`src/rtl/mdr_mem_interface_pkg.sv`:
```
// mdr_mem_interface_pkg: shared state encoding and default widths for the MDR/MAR memory sequencer
package mdr_mem_interface_pkg;
  typedef enum logic [1:0] {
    MEM_IDLE = 2'd0,
    MEM_RD   = 2'd1,
    MEM_WR   = 2'd2,
    MEM_FIN  = 2'd3
  } mem_state_t;
  localparam int DEF_ADDR_W = 9;
  localparam int DEF_DATA_W = 32;
endpackage

```
`src/rtl/mdr_mem_interface_timer.sv`:
```
// mem_wait_timer: counts request cycles without ack; expired flags the last allowed wait cycle
module mem_wait_timer #(
  parameter int TIMEOUT = 16
) (
  input  logic clock,
  input  logic clear,
  input  logic start,
  input  logic tick,
  output logic expired
);
  localparam int CW = TIMEOUT > 2 ? $clog2(TIMEOUT) : 1;
  logic [CW-1:0] cnt;
  always_ff @(posedge clock)
    if (!clear || start) cnt <= '0;
    else if (tick) cnt <= cnt + CW'(1);
  assign expired = cnt == CW'(TIMEOUT - 1);
endmodule

```
`src/rtl/mdr_mem_interface.sv`:
```
// mdr_mem_interface: MAR/MDR registers with a single-word req/ack memory read/write sequencer
module mdr_mem_interface
  import mdr_mem_interface_pkg::*;
#(
  parameter int ADDR_W  = DEF_ADDR_W,
  parameter int DATA_W  = DEF_DATA_W,
  parameter int TIMEOUT = 16
) (
  input  logic              clock,
  input  logic              clear,
  input  logic [DATA_W-1:0] BusMuxOut,
  input  logic              MARin,
  input  logic              MDRin,
  input  logic              rd_start,
  input  logic              wr_start,
  input  logic [DATA_W-1:0] mem_rdata,
  input  logic              mem_ack,
  output logic              mem_req,
  output logic              mem_we,
  output logic [ADDR_W-1:0] mem_addr,
  output logic [DATA_W-1:0] mem_wdata,
  output logic [DATA_W-1:0] mdr_q,
  output logic [ADDR_W-1:0] mar_q,
  output logic              busy,
  output logic              done,
  output logic              err
);
  mem_state_t state, state_d;
  logic err_d, expired, idle, in_req;
  assign idle   = state == MEM_IDLE;
  assign in_req = state == MEM_RD || state == MEM_WR;
  // Timer is held clear while idle so it starts at zero on every RD/WR entry
  mem_wait_timer #(.TIMEOUT(TIMEOUT)) u_timer (
    .clock   (clock),
    .clear   (clear),
    .start   (idle),
    .tick    (in_req && !mem_ack),
    .expired (expired)
  );
  always_ff @(posedge clock)
    if (!clear) state <= MEM_IDLE;
    else state <= state_d;
  always_comb begin
    state_d = state;
    err_d   = 1'b0;
    if (idle) begin
      err_d   = rd_start && wr_start;
      state_d = err_d ? MEM_IDLE : rd_start ? MEM_RD : wr_start ? MEM_WR : MEM_IDLE;
    end else if (in_req) begin
      state_d = mem_ack ? MEM_FIN : expired ? MEM_IDLE : state;
      err_d   = !mem_ack && expired;
    end else begin
      state_d = MEM_IDLE;
    end
  end
  // Bus loads only in IDLE; a bus load into MDR beats nothing else since reads land later
  always_ff @(posedge clock)
    if (!clear) begin
      mar_q <= '0;
      mdr_q <= '0;
      err   <= 1'b0;
    end else begin
      err <= err_d;
      if (idle && MARin) mar_q <= BusMuxOut[ADDR_W-1:0];
      if (idle && MDRin) mdr_q <= BusMuxOut;
      else if (state == MEM_RD && mem_ack) mdr_q <= mem_rdata;
    end
  assign mem_req   = in_req;
  assign mem_we    = state == MEM_WR;
  assign busy      = !idle;
  assign done      = state == MEM_FIN;
  assign mem_addr  = mar_q;
  assign mem_wdata = mdr_q;
endmodule

```
`config.mk`:
```
export PLATFORM = sky130hd
export DESIGN_NAME = mdr_mem_interface
export DESIGN_NICKNAME = d
export VERILOG_FILES = /design/src/rtl/mdr_mem_interface_pkg.sv /design/src/rtl/mdr_mem_interface_timer.sv /design/src/rtl/mdr_mem_interface.sv
export SDC_FILE = /design/constraint.sdc
export NUM_CORES = 1
export LEC_CHECK = 0
export CORE_MARGIN = 2
export CORE_UTILIZATION = 50
export DETAILED_ROUTE_END_ITERATION = 6
export DONT_BUFFER_PORTS = 1
export HOLD_SLACK_MARGIN = 0.03
export MAX_ROUTING_LAYER = met4
export PLACE_DENSITY = 0.68
export SLEW_MARGIN = 40
export SYNTH_ARGS = -nofsm -noshare
export SYNTH_HDL_FRONTEND = slang
export SYNTH_SLANG_ARGS = --single-unit
```
`constraint.sdc`:
```
create_clock -name clock -period 1.8 [get_ports clock]
set_input_delay 0.54 -clock clock [delete_from_list [all_inputs] [get_ports clock]]
set_output_delay 0.54 -clock clock [all_outputs]
set_load 0.02 [all_outputs]
```
; ---- After elaboration in Yosys (flattened, before gate mapping)
; Index checks and enable logic that the tools add are counted.
[classes]
n_addsub = 1
reduce_logical = 13
muxes = 11
eq_ne = 5
[op_table]
columns = cell, n
row1 = 32-bit 2-to-1 mux, 2
row2 = 2-bit 2-to-1 mux, 7
row3 = 1-bit logical AND, 6
row4 = 4-bit by 1-bit adder with 4-bit output (second input constant), 1
row5 = 2-bit == test (second input constant), 2
row6 = 4-bit == test (second input constant), 1
row7 = 4-bit inequality test (second input constant), 1
row8 = 1-bit zero test, 3
row9 = 2-bit by 1-bit == test with 1-bit output (second input constant), 1
row10 = 2-bit zero test, 1
row11 = 1-bit logical OR, 2
row12 = 1-bit 2-to-1 mux, 2
row13 = 2-bit nonzero test, 1
[word_totals]
inputBits = 71
out_inout_bits = 87
register_bits = 48

; ---- Logic depth before layout (Yosys ltp)
; Gate-level depths: netlist of the first run.
[depth]
word_depth = 5
depth_mapped = 8

; ---- By module
; From an unflattened synthesis of the first run, not the netlist that was laid out.
[hier_totals]
cells_unflattened = 269
area_unflattened_um2 = 2439.8
[modules_own_cells]
columns = module, cells_per_inst, area_each_um2, n_inst
row1 = mdr_mem_interface, 251, 2250.9, 1
row2 = mem_wait_timer, 18, 188.9, 1

; ---- Worst setup path after synthesis of the first run
; No wires, ideal clock.
[synth_timing]
path_kind = flip-flop to flip-flop
start = register state[0]
end = register state[1]
path_slack_ns = 0.109
setup_ns = 0.115
path_stages_with_launch = 6
arrival_ns = 1.576
required_ns = 1.685
synth_period_minus_slack_ns = 1.691
path_cell_list = dfxtp_1 inv_1 ha_1 nand2b_4 or4b_1 and3_1
[synth_between]
elab_chain_len = 4
word_cells_on_any_way = 7
[synth_lines]
columns = item, line
row1 = from (decl), mdr_mem_interface.sv:28  ; mem_state_t state, state_d;
row2 = from (signal assigned), mdr_mem_interface.sv:42  ; else state <= state_d;
row3 = 2-bit by 1-bit == test with 1-bit output / 2-bit == test (equally long branches), mdr_mem_interface.sv:31  ; assign in_req = state == MEM_RD || state == MEM_WR;
row4 = 1-bit logical OR *, mdr_mem_interface.sv:31
row5 = named net mem_req, mdr_mem_interface.sv:18  ; output logic mem_req,
row6 = 2-bit 2-to-1 mux, mdr_mem_interface.sv:49  ; end else if (in_req) begin
row7 = 2-bit 2-to-1 mux, mdr_mem_interface.sv:46  ; if (idle) begin
; The timed path passes the listed nets; every way through them passes the cells marked *.
; A chain may end at the register's enable or synchronous reset.

; ---- Worst setup path after layout of the first run
[layout_timing]
start = register state[0]
end = output port mem_req
[layout_between]
elab_chain_len = 2
word_cells_on_any_way = 3
[layout_lines]
columns = item, line
row1 = 2-bit by 1-bit == test with 1-bit output / 2-bit == test (equally long branches), mdr_mem_interface.sv:31
row2 = 1-bit logical OR *, mdr_mem_interface.sv:31
row3 = to (decl), mdr_mem_interface.sv:18
; Every way passes the cells marked *; elsewhere a longest branch is shown, timed or not.

==> results of run 1 <==
==> worst register-to-register path, delay by kind of cell (launching register included) <==
family	cells	cell delay (ns)
buf+inv	1	0.08
simple gates	3	0.72
flops	1	0.36
fa+ha+maj	1	0.30
==> metrics by stage <==
step	instances	hold WS, ns	util
2_1_floorplan	269	0.454	-
3_3_place_gp	271	0.464	0.461
3_5_place_dp	271	0.485	0.461
4_1_cts	279	0.358	0.487
5_1_grt	279	0.367	0.487
6_report	279	0.377	0.487
==> area by class of cell <==
| cell class | instances | area [um^2] |
|---|---|---|
| inverter | 3 | 11.3 |
| clock inverter | 2 | 35.0 |
| tap | 54 | 67.6 |
| sequential | 48 | 963 |
| multi-input combinational | 161 | 1070 |
| clock buffer | 6 | 72.6 |
| timing repair buffer | 5 | 62.6 |
| fill | 446 | 2400 |
==> state kept, by name, summed over array words and instances (netlist names) <==
| register | count |
|---|---|
| mar_q | 9 |
| u_timer.cnt | 4 |
| err | 1 |
| state | 2 |
| mdr_q | 32 |
==> placed cells by master (no fill, tap or decap), drive strengths merged, types with 2 or more instances in the layout <==
master  count
nand2      16
clkbuf      6
nor2        2
mux2i      32
o21ai      34
inv         3
and3        2
nand3      12
ha          5
dfxtp      48
or4b        2
a21oi      34
nand3b      2
nand2b      2
a21boi      9
buf         5
==> kinds of logic after synthesis <==
| kind of cell | after synthesis | share of synthesized area |
|---|---|---|
| buffers and inverters | 60 | 0.166 |
| multiplexers | 32 | 0.132 |
| flip-flops | 48 | 0.396 |
| adder cells (fa/ha/maj) | 5 | 0.0258 |
| AND/OR/NAND/NOR | 42 | 0.0955 |
| AO/OA/AOI/OAI | 80 | 0.178 |
| XOR/XNOR | 2 | 0.00723 |
==> what timing repair did <==
| action | in CTS | in global routing |
|---|---|---|
| buffers inserted | 0 | 0 |
| setup endpoints to repair | 2 | 1 |
| gates resized for setup | 1 | 2 |
==> per-layer routing <==
metal,up-vias,GRT usage
li1,810,-
met5,-,-
met1,739,0.195
met2,81,0.301
met4,0,0.0606
met3,7,0.0590
==> power breakdown <==
group	switching, mW	leakage (nW)	internal (mW)	total (mW)
clock network	0.334	0.0552	0.412	0.746
registers	0.350	0.397	1.17	1.52
logic	0.196	0.525	0.166	0.362
total	0.879	0.977	1.75	2.63
==> how the worst max path moves through the flow <==
stage / start / end / slack [ns] / cells past startpoint
global placement: state[0]$_SDFFE_PN0P_ / state[1]$_SDFFE_PN0P_ / 0.14 / 5
finish: state[0]$_SDFFE_PN0P_ / mem_req / 0.09 / 3
floorplan: state[0]$_SDFFE_PN0P_ / state[1]$_SDFFE_PN0P_ / 0.11 / 5
global route: state[0]$_SDFFE_PN0P_ / mem_req / 0.03 / 3
detailed placement: state[0]$_SDFFE_PN0P_ / state[1]$_SDFFE_PN0P_ / 0.09 / 5
CTS: state[0]$_SDFFE_PN0P_ / mem_req / 0.03 / 3
==> impl_results.md, run 1 <==
- Run status: complete, no violations
- First-pass detailed-route iteration total: 4
- Avg Vias per Cell: 5.87
- Final setup violation count: 0
- Row cnt: 25
- DPL Wire Length: 3.35 mm
- RSZ-0062 raised after global routing: false
- Max-slew headroom: 0.667
- Worst path top cell family by delay: flip-flops
- Hold depth: 1
- Leak Pwr: 0.977 nW
- Setup slack after layout: 0.0939 ns
- R2R setup slack: 0.24 ns
- Sequential element share of the synthesized area: 0.396
- Metal3 WL: 438 um
- Synth-to-layout area growth: -5.68%
- First-pass GRT wire length: 7.16 mm
- Final wirelength: 4.66 mm
- Clock latency on the worst-skew pair: 0.29 ns
- Worst r2r src: state[0]$_SDFFE_PN0P_
- Vias in the first global route: 1588
- Crit-path cells: inv_1, ha_4, buf_4
- Root Buffer: clkbuf_8
- Reg2Reg Capture Point: state[1]$_SDFFE_PN0P_
- CTS Hold Bufs: 0
- Clock Sinks: 48
- Top cell type's share of synthesized area: 0.396
- Top Metal Used: met4
- Top-count cell post-synth: dfxtp_1
- Vias post-DR: 1637
- Initial antenna violation count: 0
- Buf/Inv on CP: 2
- Die area: 0.00542 mm^2
- Clock transition at the registers of the reported paths: 0.08 ns
- Post-Synthesis Cells: 269
- HP Class: in2reg
- Total negative slack: 0 ns
- Detail Route Antenna Nets: 0
- R2R cell count: 5
- Yosys top cell by area: dfxtp_1
- Crit path required time: 1.26 ns
- Num CTS Buffers: 5
- PwrDens: 1150 mW/mm^2
- Worst Tran Pin Value: 0.498 ns
- Crit path DAT: 1.17 ns
- Global placement routability congestion: 0.802
- Initial core utilization: 0.517
- Period utilization: 0.948
- Clk_skew: 0.00510 ns
- Drt wl/cell: 16.7 um
- Ys async rst share: 0
- Max Slew Vio Count: 0
- Design Area, Final: 0.00229 mm^2
- Fmax: 586 MHz
- Mapped Area: 0.00242 mm^2
- Crit path largest cell delay: 0.36 ns
- Total global routing overflow: 0
- Tot Pwr: 2.63 mW
- Post-route minimum period: 1.71 ns
- Syn nets: 345
- Core Area: 0.00469 mm^2
- Port Buffers: 0
- CTS tree: done
- Post-route DRC: 0
- Iter 0 DRT Violations: 45
- Average size of a mapped cell: 9.01 um^2
- Metal2 WL: 2.35 mm
- Post-synth top cells: dfxtp_1 (48), buf_4 (43), a21oi_1 (34), o21ai_0 (34), mux2i_1 (32)
- Largest net degree at the start of global routing: 57
- H-tree levels: 2
- Die width: 73.6 um
- Hold path start: clear
- Max Cap Viol: 0
- GRT Util Overall: 0.177
- Startpoint Class: register
- IO Pins: 158
- Yosys cell types: 29
- Slowest cell on the critical path: dfxtp_2
- Hold Path Sink: err$_SDFF_PN0_
- Main synth FF type: dfxtp_1
- Area after DPL: 0.00216 mm^2
- Die height: 73.6 um
- Share of layout cells above drive strength 1: 0.0756
- Synth top area cells: dfxtp_1 (40%), buf_4 (13%), mux2i_1 (13%)
- Final hold violation count: 0
- Pre-CTS setup slack: 0.0861 ns
- Antenna fix cells: 0
- Crit-path max FO: 5
- Synth Register Bits: 48
- NumNets Final: 300
- Peak supply drop: 0.562 mV
- Post-synth EDFFs: 0
- Synth warn: 0
- Critical path type: reg2out
- Setup crit end kind: primary output
- Met1 Routed Length: 1.80 mm
- CTS Buffer Depth: 2
No activity file was read; power rests on OpenSTA's default activity.
==> inputs of run 2 (changes only) <==
Settings changed: CORE_MARGIN 2 to default.
==> run 2 against run 1 <==
Effect of this change: utilization is 1.4 points higher; highest routed layer unchanged; first-iteration DRC count grew 100%; global-route usage increased by 0.96 points; hold slack gained 0.0079 ns; via count up 0.24%.
==> impl_results.md, run 2 (synthesis results as in run 1) <==
- Initial core utilization: 0.538 (was 0.517)
- Worst setup path start: state[0]$_SDFFE_PN0P_ (unchanged)
- Antenna fix cells: 0 (unchanged)
- CTS tree: done (unchanged)
- Max reg flops: 32 (unchanged)
- Period utilization: 0.948 (about the same)
- Flop pwr share: 0.603 (was 0.578)
- Global placement routability congestion: 0.798 (was 0.802)
- CTS Buffer Depth: 2 (unchanged)
- Crit-path max FO: 5 (unchanged)
- Final wirelength: 4.56 mm (was 4.66 mm)
- Worst path top cell family by delay: flip-flops (unchanged)
- H-tree levels: 2 (unchanged)
- Buf/Inv on CP: 2 (unchanged)
- Sw Share: 0.346 (was 0.335)
- Final Util: 0.502 (was 0.487)
- Area after DPL: 0.00215 mm^2 (was 0.00216 mm^2)
- Vias in the first global route: 1536 (was 1588)
- Crit-path cells: inv_1, ha_4, buf_4 (unchanged)
- Run status: complete, no violations (unchanged)
- Int Pwr: 1.65 mW (was 1.75 mW)
- Tot Pwr: 2.52 mW (was 2.63 mW)
- Most common cell after layout, fill and taps aside: dfxtp_1 (unchanged)
- Peak supply drop: 0.504 mV (was 0.562 mV)
- Die width: 71.6 um (was 73.6 um)
- Logic pwr share: 0.143 (was 0.138)
- Leak Pwr: 0.963 nW (was 0.977 nW)
- Total global routing overflow: 0 (unchanged)
- Slowest cell on the critical path: dfxtp_2 (unchanged)
- Most frequent cells in the layout: dfxtp_1 (46), a21oi_1 (34), o21ai_0 (34) (unchanged)
- Synth-to-layout area growth: -6.81% (was -5.68%)
- Startpoint Class: register (unchanged)
- First-pass detailed-route iteration total: 4 (unchanged)
- Final hold violation count: 0 (unchanged)
- Die area: 0.00513 mm^2 (was 0.00542 mm^2)
- DPL Wire Length: 3.29 mm (was 3.35 mm)
- Design Area, Final: 0.00226 mm^2 (was 0.00229 mm^2)
- Critical path type: reg2out (unchanged)
- Post-route minimum period: 1.71 ns (about the same)
- HP Class: in2reg (unchanged)
- Setup crit end kind: primary output (unchanged)
- Max-slew headroom: 0.700 (was 0.667)
- Setup slack after layout: 0.0943 ns (was 0.0939 ns)
- M2 GR Usage: 0.312 (was 0.301)
- Crit path required time: 1.26 ns (about the same)
- Layout fillers: 418 (was 446)
- First-pass GRT wire length: 7.29 mm (was 7.16 mm)
- Post-route DRC: 0 (unchanged)
- Largest net degree at the start of global routing: 57 (unchanged)
- DP Cell Count: 268 (was 271)
- Fmax: 586 MHz (about the same)
- Global Route met1 Usage: 0.210 (was 0.195)
- Hold path start: clear (unchanged)
- Initial antenna violation count: 0 (unchanged)
- Num CTS Buffers: 5 (unchanged)
- Crit path largest cell delay: 0.36 ns (about the same)
- Vias post-DR: 1641 (was 1637)
- Clock transition at the registers of the reported paths: 0.08 ns (about the same)
- Detail Route Antenna Nets: 0 (unchanged)
- Clk pwr share: 0.255 (was 0.284)
- IO Pins: 158 (unchanged)
- Global routing's busiest layer: met2 (unchanged)
- Max Slew Vio Count: 0 (unchanged)
- NumNets Final: 299 (was 300)
- Final setup violation count: 0 (unchanged)
- Port Buffers: 0 (unchanged)
- Pre-CTS setup slack: 0.0789 ns (was 0.0861 ns)
- Final hold slack: 0.385 ns (was 0.377 ns)
- Worst r2r src: state[0]$_SDFFE_PN0P_ (unchanged)
- Top reg by flops: mdr_q (unchanged)
- GRT Util Overall: 0.187 (was 0.177)
- RSZ-0062 raised after global routing: false (unchanged)
- Row cnt: 24 (was 25)
- Largest regs: mdr_q x32, mar_q x9, u_timer.cnt x4 (unchanged)
- Worst Tran Pin Value: 0.450 ns (was 0.498 ns)
- Cell Count, Final, Fillers Out: 276 (was 279)
- Share of layout cells above drive strength 1: 0.0670 (was 0.0756)
- PwrDens: 1110 mW/mm^2 (was 1150 mW/mm^2)
- Clock Sinks: 48 (unchanged)
- Clk_skew: 0.00650 ns (was 0.00510 ns)
- Met3 Usage GRT: 0.0633 (was 0.0590)
- Clock latency on the worst-skew pair: 0.29 ns (about the same)
- Drt wl/cell: 16.5 um (was 16.7 um)
- Net switching power: 871 uW (was 879 uW)
- Post-CTS Setup Bufs: 0 (unchanged)
- Crit path DAT: 1.17 ns (about the same)
- CTS Hold Bufs: 0 (unchanged)
- Die height: 71.6 um (was 73.6 um)
- Iter 0 DRT Violations: 91 (was 45)
- Avg Vias per Cell: 5.95 (was 5.87)
- Core Area: 0.00450 mm^2 (was 0.00469 mm^2)
- Max Cap Viol: 0 (unchanged)
- Root Buffer: clkbuf_8 (unchanged)
- Total negative slack: 0 ns (unchanged)
## run 2: path summary, 6_finish.rpt
| path | to | slack, ns | cells after the start |
|---|---|---|---|
| setup / recovery | mem_req | 0.09 | 3 |
| setup reg to reg | state[1]$_SDFFE_PN0P_ | 0.25 | 5 |
| hold reg to reg | u_timer.cnt[1]$_SDFFE_PP0P_ | 0.48 | 2 |
| hold / removal | mdr_q[12]$_SDFFE_PN0P_ | 0.38 | 2 |
## run 2: power by group through the flow
| stage | registers [mW] | clock network (mW) | logic (mW) |
|---|---|---|---|
| final | 1.52 | 0.641 | 0.359 |
| after global routing | 1.54 | 0.708 | 0.410 |
| after CTS | 1.52 | 0.659 | 0.363 |
| after detailed placement | 1.54 | 0 | 0.354 |
| after global placement | 1.54 | 0 | 0.345 |
| after floorplan | 1.38 | 0 | 0.575 |
## run 2: area by class of cell
| type | instances | area (um^2) | area share |
|---|---|---|---|
| clock buffers | 8 | 90.1 | 0.0399 |
| flip-flops and latches | 48 | 963 | 0.426 |
| multi-input cells | 161 | 1070 | 0.476 |
| repair buffers | 4 | 55.1 | 0.0244 |
| inverters | 3 | 11.3 | 0.00498 |
| well taps | 52 | 65.1 | 0.0288 |
## run 2: layer usage
metal | vias to the layer above | wire length [um] | part of all wire
met5 | - | 0 | 0
met4 | 0 | 43 | 0.0094
met1 | 742 | 1880 | 0.41
met3 | 5 | 418 | 0.092
met2 | 90 | 2210 | 0.49
li1 | 804 | - | -
## run 2: what timing repair did
item	in CTS	in global routing
gates resized for setup	3	1
pin swaps	0	0
endpoints found under the setup margin	2	1
hold endpoints to repair	0	0
## run 2: worst reg2reg max path, cell delays in order, from the launching register on
cell      delay [ns]
dfxtp_2         0.36
inv_1           0.08
ha_4            0.30
nand2b_4        0.07
or4b_1          0.46
and3_1          0.19
==> inputs of run 3 (changes only) <==
Settings changed: ABC_AREA from default to 1, SYNTH_HIERARCHICAL from default to 1.
==> run 3 against run 2 <==
Effect of this change: cell area up 21%; critical path depth unchanged; synthesized cell count up 45%; highest routed layer unchanged; clock skew up 0.0034 ns; area after synthesis up 25%; die area up 24%; clock power up 21%; largest cell class unchanged; routed wire length up 31%; utilization down 2.1 points; global-route usage up 0.93 points; fmax down 0.10%.
==> impl_results.md, run 3 <==
- Max Slew Vio Count: 0 (unchanged)
- Register area: 963 um^2 (unchanged)
- Avg Vias per Cell: 5.37 (was 5.95)
- Crit-path cells: inv_1, ha_4, buf_4 (unchanged)
- Top-count cell post-synth: nand2_1 (was dfxtp_1)
- Most frequent cells in the layout: nand2_1 (78), nand3_1 (68), dfxtp_1 (46) (was dfxtp_1 (46), a21oi_1 (34), o21ai_0 (34))
- Final hold violation count: 0 (unchanged)
- R2R cell count: 8 (was 5)
- Layout fillers: 578 (was 418)
- Largest net degree at the start of global routing: 34 (was 57)
- Synth Register Bits: 48 (unchanged)
- Share of layout cells above drive strength 1: 0.236 (was 0.0670)
- Initial core utilization: 0.534 (was 0.538)
- Syn nets: 468 (was 345)
- Startpoint Class: register (unchanged)
- Run status: complete, no violations (unchanged)
- Crit path DAT: 1.17 ns (about the same)
- Clock latency on the worst-skew pair: 0.30 ns (was 0.29 ns)
- Max-slew headroom: 0.694 (was 0.700)
- Sequential element share of the synthesized area: 0.317 (was 0.396)
- DPL Wire Length: 4.13 mm (was 3.29 mm)
- Post-route DRC: 0 (unchanged)
- Clock transition at the registers of the reported paths: 0.09 ns (was 0.08 ns)
- Setup crit end kind: primary output (unchanged)
- Cell count along the critical path: 3 (unchanged)
- Setup slack after layout: 0.0925 ns (was 0.0943 ns)
- Clk_skew: 0.00991 ns (was 0.00650 ns)
- Period utilization: 0.949 (was 0.948)
- Main synth FF type: dfxtp_1 (unchanged)
- Critical path type: reg2out (unchanged)
- CP Capture Point: mem_req (unchanged)
- Multi-input gate area: 0.00143 mm^2 (was 0.00107 mm^2)
- CTS Buffer Depth: 2 (unchanged)
- Final wirelength: 5.95 mm (was 4.56 mm)
- Post-route minimum period: 1.71 ns (about the same)
- Die height: 79.8 um (was 71.6 um)
- Slowest cell on the critical path: dfxtp_2 (unchanged)
- First-pass detailed-route iteration total: 4 (unchanged)
- Initial antenna violation count: 0 (unchanged)
- Worst r2r src: state[0]$_SDFFE_PN0P_ (unchanged)
- Yosys top cell by area: dfxtp_1 (unchanged)
- Final hold slack: 0.351 ns (was 0.385 ns)
- Drt wl/cell: 14.3 um (was 16.5 um)
- Average size of a mapped cell: 7.74 um^2 (was 9.01 um^2)
- H-tree levels: 2 (unchanged)
- Antenna fix cells: 0 (unchanged)
- PwrDens: 1010 mW/mm^2 (was 1110 mW/mm^2)
- Crit-path max FO: 4 (was 5)
- Total global routing overflow: 0 (unchanged)
- RSZ-0062 raised after global routing: false (unchanged)
- First-pass GRT wire length: 9.61 mm (was 7.29 mm)
- Port Buffers: 0 (unchanged)
- R2R setup slack: 0.17 ns (was 0.25 ns)
- Most common cell after layout, fill and taps aside: nand2_1 (was dfxtp_1)
- IO Pins: 158 (unchanged)
- Iter 0 DRT Violations: 88 (was 91)
- Peak supply drop: 0.368 mV (was 0.504 mV)
- Mapped Area: 0.00303 mm^2 (was 0.00242 mm^2)
- Num CTS Buffers: 5 (unchanged)
- Yosys cell types: 24 (was 29)
- Row cnt: 27 (was 24)
- Max Cap Viol: 0 (unchanged)
- Largest regs: mdr_q x32, mar_q x9, u_timer/cnt x4 (was mdr_q x32, mar_q x9, u_timer.cnt x4)
- GRT Util Overall: 0.196 (was 0.187)
- Post-Synthesis Cells: 391 (was 269)
- Ys async rst share: 0 (unchanged)
- Total negative slack: 0 ns (unchanged)
- Post-synth top cells: nand2_1 (78), nand3_1 (68), dfxtp_1 (48), buf_4 (41), nor2_1 (33) (was dfxtp_1 (48), buf_4 (43), a21oi_1 (34), o21ai_0 (34), mux2i_1 (32))
- Post-synth EDFFs: 0 (unchanged)
- Root Buffer: clkbuf_8 (unchanged)
- Synth-to-layout area growth: -9.83% (was -6.81%)
- Pre-CTS setup slack: 0.149 ns (was 0.0789 ns)
- CTS tree: done (unchanged)
- NumNets Final: 419 (was 299)
- Clock Sinks: 48 (unchanged)
- Leak Pwr: 1.12 nW (was 0.963 nW)
- Synth top area cells: dfxtp_1 (32%), nand3_1 (11%), buf_4 (10%) (was dfxtp_1 (40%), buf_4 (13%), mux2i_1 (13%))
- CTS Hold Bufs: 0 (unchanged)
- Fmax: 586 MHz (about the same)
- Top cell type's share of synthesized area: 0.317 (was 0.396)
- Worst path top cell family by delay: flip-flops (unchanged)
- HP Class: in2reg (unchanged)
- Post-CTS Resized: 1 (was 3)
- Crit path largest cell delay: 0.34 ns (was 0.36 ns)
- Worst setup path start: state[0]$_SDFFE_PN0P_ (unchanged)
- Core Area: 0.00568 mm^2 (was 0.00450 mm^2)
- Hold depth: 2 (unchanged)
- Final setup violation count: 0 (unchanged)
- Vias post-DR: 2228 (was 1641)
- Die width: 79.8 um (was 71.6 um)
- Buf/Inv on CP: 2 (unchanged)
- Crit path required time: 1.26 ns (about the same)
- Top reg by flops: mdr_q (unchanged)
- Worst Tran Pin Value: 0.458 ns (was 0.450 ns)
- Global placement routability congestion: 0.809 (was 0.798)
- Synth warn: 6 (was 0)
- Max reg flops: 32 (unchanged)
- Vias in the first global route: 2083 (was 1536)
- Post-CTS Setup Bufs: 0 (unchanged)
- Reg2Reg Capture Point: mdr_q[28]$_SDFFE_PN0P_ (was state[1]$_SDFFE_PN0P_)
- Detail Route Antenna Nets: 0 (unchanged)
- Die area: 0.00637 mm^2 (was 0.00513 mm^2)
## run 3: cell count changes in the layout (fill, tap and decap cells not counted), moves of 24 or more
cell / change
a21oi_1: -27
a21oi_2: +28
mux2i_1: -32
nand2_1: +63
nand2_2: +30
nand3_1: +56
nor2_1: +31
o21ai_0: -24
## run 3: how the worst min path moves through the flow
stage                                        endpoint                        start
after global routing            state[0]$_SDFFE_PN0P_                        clear
after detailed placement  u_timer/cnt[1]$_SDFFE_PP0P_  u_timer/cnt[1]$_SDFFE_PP0P_
after floorplan           u_timer/cnt[1]$_SDFFE_PP0P_  u_timer/cnt[1]$_SDFFE_PP0P_
after CTS                       state[0]$_SDFFE_PN0P_                        clear
after global placement    u_timer/cnt[1]$_SDFFE_PP0P_  u_timer/cnt[1]$_SDFFE_PP0P_
final                           state[0]$_SDFFE_PN0P_                        clear
## run 3: kinds of logic after synthesis
logic type	synth area share
compound gates	0.109
buf+inv	0.218
flops	0.317
simple gates	0.331
fa+ha+maj	0.0248
## run 3: through the flow
stage                     std cells  power (mW)  instance area, um^2   util
after global placement          407        2.00                 2600  0.458
after global routing            415        2.94                 2730  0.481
after detailed placement        407        2.01                 2600  0.458
after CTS                       415        2.79                 2710  0.477
final                           415        2.77                 2730  0.481
after floorplan                 391        2.12                 3030      -
## run 3: area by class of cell
cell class,instances,share of cell area
Clock buffer,6,0.0266
Clock inverter,2,0.0128
Inverter,11,0.0151
Multi-Input combinational cell,266,0.523
Sequential cell,48,0.353
Tap cell,72,0.0330
Timing Repair Buffer,10,0.0367
## run 3: report_power, final
part / internal (mW) / switching, mW
clock network: 0.413 / 0.364
logic: 0.201 / 0.330
registers: 1.16 / 0.307
total: 1.77 / 1.00
## run 3: worst reg2reg max path: stages, from the launching register on
cell and delay [ns]:
dfxtp_2 0.34, inv_1 0.15, ha_1 0.33, nand2_8 0.21, buf_4 0.26, nand2_2 0.07, nand2_1 0.05, nand2_1 0.07
a21oi_2 0.05
## run 3: routing by layer
| metal | up-vias | track usage | routed length (um) |
|---|---|---|---|
| met3 | 8 | 0.0549 | 409 |
| met4 | 0 | 0.0536 | 54 |
| met5 | - | - | 0 |
| li1 | 1124 | - | - |
| met1 | 1016 | 0.215 | 2610 |
| met2 | 80 | 0.348 | 2870 |
